==> config.mk <==
export PLATFORM = sky130hd
export DESIGN_NAME = gap_watchdog
export DESIGN_NICKNAME = d
export VERILOG_FILES = /design/src/rtl/gap_watchdog.sv
export SDC_FILE = /design/constraint.sdc
export NUM_CORES = 1
export LEC_CHECK = 0
export ABC_AREA = 1
export BUFFER_PORTS_ARGS = -buffer_cell sky130_fd_sc_hd__buf_2
export CAP_MARGIN = 20
export CELL_PAD_IN_SITES_DETAIL_PLACEMENT = 1
export CELL_PAD_IN_SITES_GLOBAL_PLACEMENT = 1
export CORE_ASPECT_RATIO = 1.4
export CORE_UTILIZATION = 41
export DETAILED_ROUTE_END_ITERATION = 12
export PLACE_DENSITY_LB_ADDON = 0.1
export SETUP_SLACK_MARGIN = 0.2
export SLEW_MARGIN = 20
export SYNTH_ARGS = -nofsm -noshare
export SYNTH_HDL_FRONTEND = slang
export SYNTH_SLANG_ARGS = --single-unit
==> constraint.sdc <==
create_clock -name clk -period 1.6 [get_ports clk]
set_input_delay 0.24 -clock clk [delete_from_list [all_inputs] [get_ports clk]]
set_output_delay 0.24 -clock clk [all_outputs]
set_load 0.02 [all_outputs]
==> src/rtl/gap_watchdog.sv <==
// gap_watchdog
//   Counts consecutive idle cycles while armed and flags the edge on which the
//   count reaches TIMEOUT. The count then holds at TIMEOUT, so expired pulses
//   exactly once per stall.
//   clk     : clock
//   rst     : synchronous active-high reset
//   arm     : counting enabled (checker has a reference word)
//   kick    : beat present this cycle, clears the count
//   expired : high in the cycle whose edge moves the count to TIMEOUT
module gap_watchdog #(
    parameter int CNT_W   = 16,
    parameter int TIMEOUT = 16
) (
    input  logic clk,
    input  logic rst,
    input  logic arm,
    input  logic kick,
    output logic expired
);

    localparam logic [CNT_W-1:0] LIMIT    = CNT_W'(TIMEOUT);
    localparam logic [CNT_W-1:0] LIMIT_M1 = CNT_W'(TIMEOUT - 1);

    logic [CNT_W-1:0] gap;

    // Look one cycle ahead so the caller's sticky flag lands on the same edge
    // as the counter reaching TIMEOUT.
    assign expired = arm && !kick && (gap == LIMIT_M1);

    always_ff @(posedge clk) begin
        if (rst || !arm || kick) begin
            gap <= '0;
        end else if (gap != LIMIT) begin
            gap <= gap + CNT_W'(1);
        end
    end

endmodule

# Word-level counts from Yosys, hierarchy flattened
# Index checks and enable logic that the tools add are counted.
# W data, S select, Z words.
classes:
  n_addsub: 1
  n_eq_ne: 2
  reduce_logical: 6
ops:
  columns: ["cell", "count"]
  rows:
  - ["$add A16 B1 Y16 const B", 1]
  - ["$eq A16 B4 Y1 const B", 1]
  - ["$ne A16 B5 Y1 const B", 1]
  - ["$logic_and A1 B1 Y1", 2]
  - ["$logic_not A1 Y1", 2]
  - ["$logic_or A1 B1 Y1", 2]
totals:
  ff_bits: 16

# Depth between registers and ports, before layout
# Gate-level depths: netlist of the first run.
logic_depth:
  depth_word: 3
  ltp_mapped: 9

# Worst setup path after synthesis of the first run
# Ideal clock, no wire load.
synth_path:
  path_type: "register to output"
  startpoint: "register gap[1]"
  endpoint: "output expired"
  arrival_ns: 1.237
  required_time_ns: 1.360
  path_slack_ns: 0.123
  stages_incl_launch_ff: 7
  n_path_buf: 0
  cell_sequence: "dfxtp_1 -> ha_1 -> nand2_2 -> inv_1 -> nand2_1 -> or2_1 -> nor2_1"
synth_between:
  elab_chain_len: 2
synth_rtl:
  columns: ["item", "line", "text"]
  rows:
  - ["start, declared", "24", "logic [CNT_W-1:0] gap;"]
  - ["start signal, assigned", "34", "gap <= gap + CNT_W'(1);"]
  - ["$eq A16 B4 Y1", "28", "assign expired = arm && !kick && (gap == LIMIT_M1);"]
  - ["$logic_and A1 B1 Y1", "28", null]
  - ["end, declared", "18", "output logic expired"]
# No other way between the ends.

# Worst setup path in the final report of the first run
layout_path:
  startpoint: "register gap[0]"
  endpoint: "output expired"
# Same word-level chain as after synthesis.

==> key figures, run 1 <==
Outcome
  • Status: finished, violations left
  • Violated checks: negative setup slack

Placement
  • HPWL Detailed: 1710 microns
  • RD Place Congestion: 0.793
  • Pre-CTS setup slack: 0.0593 ns
  • Buffers on Ports: 4

Min path
  • Hold endpoint: gap[0]$_SDFFE_PP0P_
  • Min-Delay Startpoint: rst
  • WHS Path Cells: 5
  • Hold Path Class: in -> reg

Power
  • Total power: 0.000702 W
  • Peak supply drop: 0.000486 V
  • P_leak: 0.466 nW
  • Power Dens Cells: 623 nW/um^2

Global route
  • Largest net degree at the start of global routing: 14
  • First-pass GRT wire length: 4350 microns
  • GRT Resource Usage Total: 23.5%
  • Vias in the first global route: 1,015
  • GRT overflow: 0
  • Initial antenna violation count: 0

Layout
  • Biggest register: gap
  • Most common cell after layout, fill and taps aside: nand2_1
  • Largest registers: gap x16
  • Fillcell total: 287
  • Ant. Diodes: 0
  • Final #Nets: 167
  • Share of layout cells above drive strength 1: 23.1%
  • Leading cell types in the layout, fill and taps excluded: nand2_1 (35), inv_1 (21), nor2_1 (21)
  • P&R area growth vs syn: 24.1%
  • Largest register FFs: 16

Worst setup path
  • CP max stage delay: 0.37 ns
  • Buf/Inv on CP: 2
  • R2R Setup Slk: 0.04 ns
  • Crit-path slowest cell: dfxtp_2
  • Worst-path cell chain: ha_4 -> nand2_4 -> inv_2 -> nand2_2 -> or2_4 -> nor2_4 -> buf_6
  • Arrival @ worst endpoint: 1.45 ns
  • Worst EP required: 1.36 ns
  • Delay-heaviest family, CP: simple AND/OR/NAND/NOR gates
  • Crit Path Class: reg -> out
  • Reg-to-reg startpoint: gap[0]$_SDFFE_PP0P_
  • Crit Path Max Fanout: 2
  • Crit start category: flip-flop
  • RR Endpoint: gap[1]$_SDFFE_PP0P_
  • R2r worst-path depth: 10
  • Worst setup EP type: output pin

Floorplanning
  • Io pins: 5
  • # rows: 19
  • Die Wd: 41.8 microns
  • Area of the core: 2020 sq um
  • Starting Density: 44.9%
  • Die area: 2410 sq um
  • Chip height: 57.7 microns

Routing
  • Final wirelength: 2680 microns
  • DR vias: 970
  • Final antenna-violating net count: 0
  • DR DRC count: 0
  • Starting DRT DRC Count: 13
  • Pre-Repair DR Iteration Count: 4
  • Vias/cell: 5.36
  • Drt wl/cell: 14.8 microns

Synthesis
  • Syn_nets: 149
  • FF+latch count, synth: 16
  • Yosys warns: 0
  • Cells after Synth: 143
  • Avg Inst Size Synth: 6.34 sq um
  • Synth Cell Area: 907 sq um
  • Synth cell types: 18
  • Sequential-to-total area share from yosys stat: 35.3%

STA
  • Final worst slack: -0.0899 ns
  • Worst-Margin Slew: 0.349 ns
  • Fmax: 592 MHz
  • Final period util: 106%
  • Final setup viols: 1
  • RSZ-0062 raised after global routing: true
  • Slew Limit Fails: 0
  • Slew HR: 76.6%
  • Min Clock Period, post-route: 1.69 ns
  • Worst Hold Slack: 0.402 ns
  • Clock skew: 0.00256 ns
  • Final hold violations: 0

Clock network
  • Maximum clock insertion buffer count: 2
  • Root buffer cell: clkbuf_4
  • Skew-Pair Late Insertion Delay: 0.29 ns
  • CTS tree: yes
  • CTS Buf Count: 3
  • Max H-tree Level: 1
  • Clk sink count: 16
  • Clock-pin transition on the worst setup and hold timing paths: 0.09 ns

Run
  • Maximum capacitance violations: 0
[repair_timing]
item / CTS / global route
setup endpoints to repair: 1 / 7
endpoints found under the hold margin: 0 / 0
pin swaps: 3 / 4
buffers inserted: 6 / 3
hold buffers: 0 / 0
resized for setup: 12 / 5
[Yosys cell counts]
cell type   n  area share [%]
nand2_1    36              15
nor2_1     23             9.5
inv_1      22             9.1
dfxtp_1    16              35
a21oi_1    11             6.1
nand3_1    10             5.5
nor2_2      5             3.4
o21ai_0     5             2.8
nand2_2     3             2.1
o21bai_1    3             2.5
ha_1        2             2.8
buf_4       1            0.83
nand4_1     1            0.69
nor2_4      1             1.2
nor3_1      1            0.55
nor3_2      1             1.1
or2_1       1            0.69
xor2_1      1            0.97
[worst register-to-register path, stage by stage (launching register included)]
cell     delay [ns]
dfxtp_2        0.35
buf_4          0.13
inv_1          0.13
ha_1           0.17
nand2_1        0.05
inv_1          0.05
nand2_1        0.04
nor2_1         0.28
nand3_1        0.13
nand2_1        0.08
nor2_1         0.04
[power breakdown]
part / internal (W) / switching, W / total, W
registers: 0.000398 / 0.00000161 / 0.000400
logic: 0.0000119 / 0.0000186 / 0.0000304
clock network: 0.000139 / 0.000133 / 0.000272
total: 0.000548 / 0.000153 / 0.000702
[per-layer routing]
metal  GRT usage, %  up-vias  routed length [microns]
met5              0        -                        0
li1               -      475                        -
met2           47.3       22                     1520
met1           24.2      466                     1050
met3           2.18        7                       55
met4           9.22        0                       50
[cells by family after synthesis]
| group | synth area share, % |
|---|---|
| xor+xnor | 0.966 |
| flops | 35.3 |
| buf+inv | 9.93 |
| compound gates | 11.3 |
| fa+ha+maj | 2.76 |
| simple gates | 39.7 |
[how the worst max path moves through the flow]
stage	from	end	slack [ns]	cells after the start
global route	gap[0]$_SDFFE_PP0P_	expired	-0.13	7
finish	gap[0]$_SDFFE_PP0P_	expired	-0.09	7
floorplan	gap[1]$_SDFFE_PP0P_	expired	0.23	6
detailed placement	gap[1]$_SDFFE_PP0P_	expired	0.06	7
global placement	gap[1]$_SDFFE_PP0P_	expired	0.11	7
CTS	gap[1]$_SDFFE_PP0P_	expired	-0.06	7
[stage by stage]
stage / area, sq um / util, % / std cells / TNS (ns)
after global routing: 1130 / 55.7 / 181 / -0.308
after detailed placement: 961 / 47.6 / 168 / 0
final: 1130 / 55.7 / 181 / -0.0899
after floorplan: 915 / - / 143 / 0
after global placement: 961 / 47.6 / 168 / 0
after CTS: 1080 / 53.5 / 178 / -0.0642
[final cells by class]
cell class / instances / area (sq um) / area share (%)
multi-input cells: 104 / 554 / 49.2
well taps: 21 / 26.3 / 2.33
flip-flops and latches: 16 / 325 / 28.9
repair buffers: 14 / 101 / 9.00
clock buffers: 4 / 36.3 / 3.22
inverters: 22 / 82.6 / 7.33
Power figures use the tool's default switching activity.
==> run 2, diff against run 1 <==
--- a/config.mk
+++ b/config.mk
@@ -14,8 +14,10 @@
 export CORE_UTILIZATION = 41
 export DETAILED_ROUTE_END_ITERATION = 12
 export PLACE_DENSITY_LB_ADDON = 0.1
+export RECOVER_POWER = 100
 export SETUP_SLACK_MARGIN = 0.2
 export SLEW_MARGIN = 20
 export SYNTH_ARGS = -nofsm -noshare
 export SYNTH_HDL_FRONTEND = slang
 export SYNTH_SLANG_ARGS = --single-unit
+export TNS_END_PERCENT = 1
==> key figures, run 2 (synthesis gave the netlist of run 1 again) <==
Worst setup path
  • Worst EP required: 1.36 ns (about the same)
  • Crit Path Max Fanout: 2 (unchanged)
  • Worst setup EP type: output pin
  • Worst-path cell chain: ha_4 -> nand2_4 -> inv_2 -> nand2_2 -> or2_4 -> nor2_4 -> buf_6
  • Crit Path Class: reg -> out
  • R2r worst-path depth: 10 (unchanged)
  • Reg-to-reg startpoint: gap[0]$_SDFFE_PP0P_
  • Crit-path slowest cell: dfxtp_2
  • Critical path origin: gap[0]$_SDFFE_PP0P_
  • R2R Setup Slk: 0.05 ns (about the same)
  • Delay-heaviest family, CP: simple AND/OR/NAND/NOR gates
  • Arrival @ worst endpoint: 1.45 ns (about the same)
  • Crit start category: flip-flop
  • CP max stage delay: 0.37 ns (about the same)
  • RR Endpoint: gap[1]$_SDFFE_PP0P_
  • Buf/Inv on CP: 2 (unchanged)

STA
  • Final hold violations: 0 (unchanged)
  • Slew HR: 76.8% (+0.19 points)
  • Min Clock Period, post-route: 1.69 ns (+0.000387 ns)
  • Fmax: 592 MHz (about the same)
  • Final worst slack: -0.0903 ns (-0.000387 ns)
  • RSZ-0062 raised after global routing: true
  • Clock skew: 0.00241 ns (-0.000153 ns)
  • Final setup viols: 1 (unchanged)
  • Worst-Margin Slew: 0.347 ns (-0.00279 ns)
  • Slew Limit Fails: 0 (unchanged)
  • Final period util: 106% (about the same)

Global route
  • Largest net degree at the start of global routing: 14 (unchanged)
  • First-pass GRT wire length: 4350 microns (unchanged)
  • GR peak layer: met2
  • GRT overflow: 0 (unchanged)
  • Vias in the first global route: 1,015 (unchanged)
  • Initial antenna violation count: 0 (unchanged)
  • Global routing usage on met2: 47.3% (unchanged)
  • GRT Resource Usage Total: 23.5% (unchanged)
  • Met1 Resource Use GR: 24.2% (unchanged)
  • Met3 Use GR: 2.18% (unchanged)

Routing
  • Drt wl/cell: 14.8 microns (about the same)
  • DR vias: 969 (-0.10%)
  • Final antenna-violating net count: 0 (unchanged)
  • DR DRC count: 0 (unchanged)
  • Pre-Repair DR Iteration Count: 4 (unchanged)
  • Vias/cell: 5.35 (-0.10%)
  • Final wirelength: 2680 microns (about the same)
  • Starting DRT DRC Count: 11 (-2)

Layout
  • Most common cell after layout, fill and taps aside: nand2_1
  • Share of layout cells above drive strength 1: 20.6% (-2.5 points)
  • Ant. Diodes: 0 (unchanged)
  • Biggest register: gap
  • Leading cell types in the layout, fill and taps excluded: nand2_1 (37), nor2_1 (23), inv_1 (21)
  • Largest register FFs: 16 (unchanged)
  • Fillcell total: 287 (unchanged)
  • Final #Nets: 167 (unchanged)
  • FF+latch area: 325 sq um (unchanged)
  • Post-route core utilization: 54.7% (-0.99 points)
  • Multi-input gate area: 534 sq um (-3.6%)
  • P&R area growth vs syn: 21.9%
  • Largest registers: gap x16

Placement
  • HPWL Detailed: 1710 microns (unchanged)
  • RD Place Congestion: 0.793 (unchanged)
  • Buffers on Ports: 4 (unchanged)

Floorplanning
  • Io pins: 5 (unchanged)
  • # rows: 19 (unchanged)
  • Starting Density: 44.9% (unchanged)
  • Chip height: 57.7 microns (unchanged)
  • Die Wd: 41.8 microns (unchanged)
  • Area of the core: 2020 sq um (unchanged)
  • Die area: 2410 sq um (unchanged)

Power
  • P_leak: 0.449 nW (-3.8%)
  • Power Dens Cells: 634 nW/um^2 (+1.8%)
  • Peak supply drop: 0.000486 V (about the same)
  • Total power: 0.000702 W (about the same)

Clock network
  • Clk sink count: 16 (unchanged)
  • Root buffer cell: clkbuf_4
  • Maximum clock insertion buffer count: 2 (unchanged)
  • Cts hold-fix bufs: 0 (unchanged)
  • Skew-Pair Late Insertion Delay: 0.29 ns (about the same)
  • Clock-pin transition on the worst setup and hold timing paths: 0.09 ns (about the same)
  • Max H-tree Level: 1 (unchanged)
  • CTS Buf Count: 3 (unchanged)
  • CTS tree: yes

Min path
  • Hold Path Class: in -> reg
  • Min-Delay Startpoint: rst
  • WHS Path Cells: 5 (unchanged)
  • Hold endpoint: gap[0]$_SDFFE_PP0P_

Outcome
  • Status: finished, violations left
  • Violated checks: negative setup slack

Run
  • Maximum capacitance violations: 0 (unchanged)
run 2: worst max path at each step:
| stage | to | slack (ns) | cells past startpoint |
|---|---|---|---|
| finish | expired | -0.09 | 7 |
| global route | expired | -0.13 | 7 |
| CTS | expired | -0.06 | 7 |
| detailed placement | expired | 0.06 | 7 |
| global placement | expired | 0.11 | 7 |
| floorplan | expired | 0.23 | 6 |
run 2: where the power goes:
group          internal, W  leakage [nW]  total [W]  switching, W
logic            0.0000118         0.297  0.0000302     0.0000183
registers         0.000398         0.130   0.000400    0.00000163
clock network     0.000139        0.0210   0.000272      0.000133
run 2: area by class of cell:
cell class                      instances  area share (%)
Multi-Input combinational cell        104            48.3
Sequential cell                        16            29.4
Timing Repair Buffer                   14            9.16
Inverter                               22            7.47
Clock buffer                            4            3.28
Tap cell                               21            2.38
run 2: timing repair:
item | CTS | global route
resized for setup | 12 | 5
setup buffers | 6 | 3
hold endpoints to repair | 0 | 0
setup endpoints to repair | 1 | 7
pin swaps | 3 | 4
run 2: stage by stage:
| step | instance area, sq um | TNS (ns) | setup WS (ns) | std cells | hold WS (ns) |
|---|---|---|---|---|---|
| global route | 1110 | -0.281 | -0.131 | 181 | 0.412 |
| floorplan | 915 | 0 | 0.226 | 143 | 0.420 |
| global placement | 961 | 0 | 0.115 | 168 | 0.484 |
| detailed placement | 961 | 0 | 0.0593 | 168 | 0.501 |
| finish | 1110 | -0.0903 | -0.0903 | 181 | 0.397 |
| CTS | 1080 | -0.0642 | -0.0642 | 178 | 0.374 |
run 2: layer usage:
| metal | routed length [microns] | part of all wire, % |
|---|---|---|
| met2 | 1520 | 57 |
| met1 | 1050 | 39 |
| met5 | 0 | 0 |
| met4 | 61 | 2.3 |
| met3 | 43 | 1.6 |
run 2: worst reg2reg max path, cell delays in order, from the launching register on:
cell     delay (ns)
dfxtp_2        0.35
buf_4          0.13
inv_1          0.11
ha_1           0.17
nand2_1        0.05
inv_1          0.05
nand2_1        0.04
nor2_1         0.28
nand3_1        0.13
nand2_1        0.08
nor2_1         0.04
==> run 3, diff against run 2 <==
--- a/config.mk
+++ b/config.mk
@@ -13,7 +13,7 @@
 export CORE_ASPECT_RATIO = 1.4
 export CORE_UTILIZATION = 41
 export DETAILED_ROUTE_END_ITERATION = 12
-export PLACE_DENSITY_LB_ADDON = 0.1
+export PLACE_DENSITY_LB_ADDON = 0.25
 export RECOVER_POWER = 100
 export SETUP_SLACK_MARGIN = 0.2
 export SLEW_MARGIN = 20
==> key figures, run 3 (synthesis gave the netlist of run 1 again) <==
Routing
  • Final wirelength: 2570 microns (-4.0%)
  • Starting DRT DRC Count: 8 (-3)
  • Pre-Repair DR Iteration Count: 4 (unchanged)
  • DR vias: 937 (-3.3%)
  • Drt wl/cell: 14.3 microns (-3.4%)
  • DR DRC count: 0 (unchanged)
  • Vias/cell: 5.21 (-2.8%)
  • Final antenna-violating net count: 0 (unchanged)

Run
  • Maximum capacitance violations: 0 (unchanged)

STA
  • Slew HR: 75.1% (-1.8 points)
  • Min Clock Period, post-route: 1.64 ns (-0.0487 ns)
  • RSZ-0062 raised after global routing: true
  • Final setup viols: 1 (unchanged)
  • Setup TNS after final layout: -0.0416 ns (+0.0487 ns)
  • Final period util: 103% (-3.0 points)
  • Clock skew: 0.0141 ns (+0.0117 ns)
  • Worst-Margin Slew: 0.373 ns (+0.0262 ns)
  • Slew Limit Fails: 0 (unchanged)
  • Final hold violations: 0 (unchanged)
  • Fmax: 609 MHz (+3.0%)
  • Final worst slack: -0.0416 ns (+0.0487 ns)

Floorplanning
  • Die Wd: 41.8 microns (unchanged)
  • Die area: 2410 sq um (unchanged)
  • Chip height: 57.7 microns (unchanged)
  • Area of the core: 2020 sq um (unchanged)
  • # rows: 19 (unchanged)
  • Io pins: 5 (unchanged)
  • Starting Density: 44.9% (unchanged)

Layout
  • Share of layout cells above drive strength 1: 25.2% (+4.5 points)
  • P&R area growth vs syn: 22.1%
  • Fillcell total: 273 (-4.9%)
  • Final #Nets: 167 (unchanged)
  • Biggest register: gap
  • Largest register FFs: 16 (unchanged)
  • Largest registers: gap x16
  • Leading cell types in the layout, fill and taps excluded: nand2_1 (34), nor2_1 (24), inv_1 (19)
  • Ant. Diodes: 0 (unchanged)
  • Most common cell after layout, fill and taps aside: nand2_1
  • Finished Layout Cells: 180 (-0.55%)

Clock network
  • Clock-pin transition on the worst setup and hold timing paths: 0.10 ns (about the same)
  • Skew-Pair Late Insertion Delay: 0.30 ns (about the same)
  • Cts hold-fix bufs: 0 (unchanged)
  • Clk sink count: 16 (unchanged)
  • CTS tree: yes
  • CTS Buf Count: 3 (unchanged)
  • Root buffer cell: clkbuf_4
  • Max H-tree Level: 1 (unchanged)
  • Maximum clock insertion buffer count: 2 (unchanged)

Placement
  • DP Cell Count: 169 (+0.60%)
  • Pre-CTS setup slack: 0.0482 ns (-0.0111 ns)
  • HPWL Detailed: 1750 microns (+2.4%)
  • RD Place Congestion: 0.791 (-0.28%)
  • Buffers on Ports: 4 (unchanged)

Worst setup path
  • Crit Path Max Fanout: 2 (unchanged)
  • Crit start category: flip-flop
  • Worst setup EP type: output pin
  • Crit Path Class: reg -> out
  • Arrival @ worst endpoint: 1.40 ns (-0.05 ns)
  • Worst EP required: 1.36 ns (about the same)

Global route
  • Vias in the first global route: 966 (-4.8%)
  • GRT overflow: 0 (unchanged)
  • Initial antenna violation count: 0 (unchanged)
  • GRT Resource Usage Total: 22.4% (-1.1 points)
  • Largest net degree at the start of global routing: 14 (unchanged)
  • First-pass GRT wire length: 4040 microns (-7.2%)

Min path
  • Hold Path Class: in -> reg

Power
  • Peak supply drop: 0.000562 V (+16%)
  • P_leak: 0.447 nW (-0.31%)
  • Power Dens Cells: 585 nW/um^2 (-7.8%)

Outcome
  • Status: finished, violations left
  • Violated checks: negative setup slack
-- run 3: changes by cell type in the layout (fill, tap and decap cells not counted), moves of 2 or more --
cell	delta
nand2_1	-3
nand2_2	+3
nand3_1	-3
nand3_2	+3
nor2_4	-3
inv_1	-2
inv_2	+2
nor2_2	+2
-- run 3: critical path, cell delays in order, from the launching register on --
cell	delay, ns
dfxtp_2	0.36
ha_4	0.16
nand2_4	0.05
inv_2	0.06
nand2_2	0.05
or2_4	0.24
nor2_4	0.08
buf_6	0.11
-- run 3: stage by stage --
step / total power (W) / hold WS [ns] / area [sq um] / util, %
2_1_floorplan: 0.000426 / 0.420 / 915 / -
3_3_place_gp: 0.000434 / 0.487 / 968 / 47.9
3_5_place_dp: 0.000436 / 0.495 / 968 / 47.9
4_1_cts: 0.000643 / 0.392 / 1080 / 53.3
5_1_grt: 0.000664 / 0.422 / 1110 / 54.8
6_report: 0.000648 / 0.386 / 1110 / 54.8
-- run 3: report_power, final --
part           leakage (nW)   total, W  internal (W)  switching (W)
registers             0.130   0.000401      0.000399     0.00000145
clock network        0.0138   0.000214     0.0000878       0.000127
logic                 0.304  0.0000326     0.0000128      0.0000197
total                 0.447   0.000648      0.000500       0.000148
-- run 3: final timing paths --
kind	start	to	slack, ns	cells past startpoint
max	gap[0]$_SDFFE_PP0P_	expired	-0.04	7
min	rst	gap[10]$_SDFFE_PP0P_	0.39	5
max reg2reg	gap[0]$_SDFFE_PP0P_	gap[0]$_SDFFE_PP0P_	0.04	9
min reg2reg	gap[10]$_SDFFE_PP0P_	gap[10]$_SDFFE_PP0P_	0.51	2
-- run 3: timing repair --
| item | CTS | global route |
|---|---|---|
| setup buffers | 7 | 1 |
| setup endpoints to repair | 1 | 5 |
| pin swaps | 3 | 7 |
| gates resized for setup | 11 | 16 |
-- run 3: final cells by class --
class                      instances  area [sq um]  area share (%)
sequential                        16           323            29.2
clock buffer                       3          22.5            2.03
inverter                          22          82.6            7.46
tap                               21          26.3            2.37
multi-input combinational        104           552            49.8
timing repair buffer              14           101            9.15
-- run 3: metal layers --
metal	GRT usage, %	part of all wire, %	up-vias
met5	0	0	-
met4	14.3	2.3	0
met2	44.2	55	12
li1	-	-	476
met3	2.49	1.8	7
met1	21.1	41	442
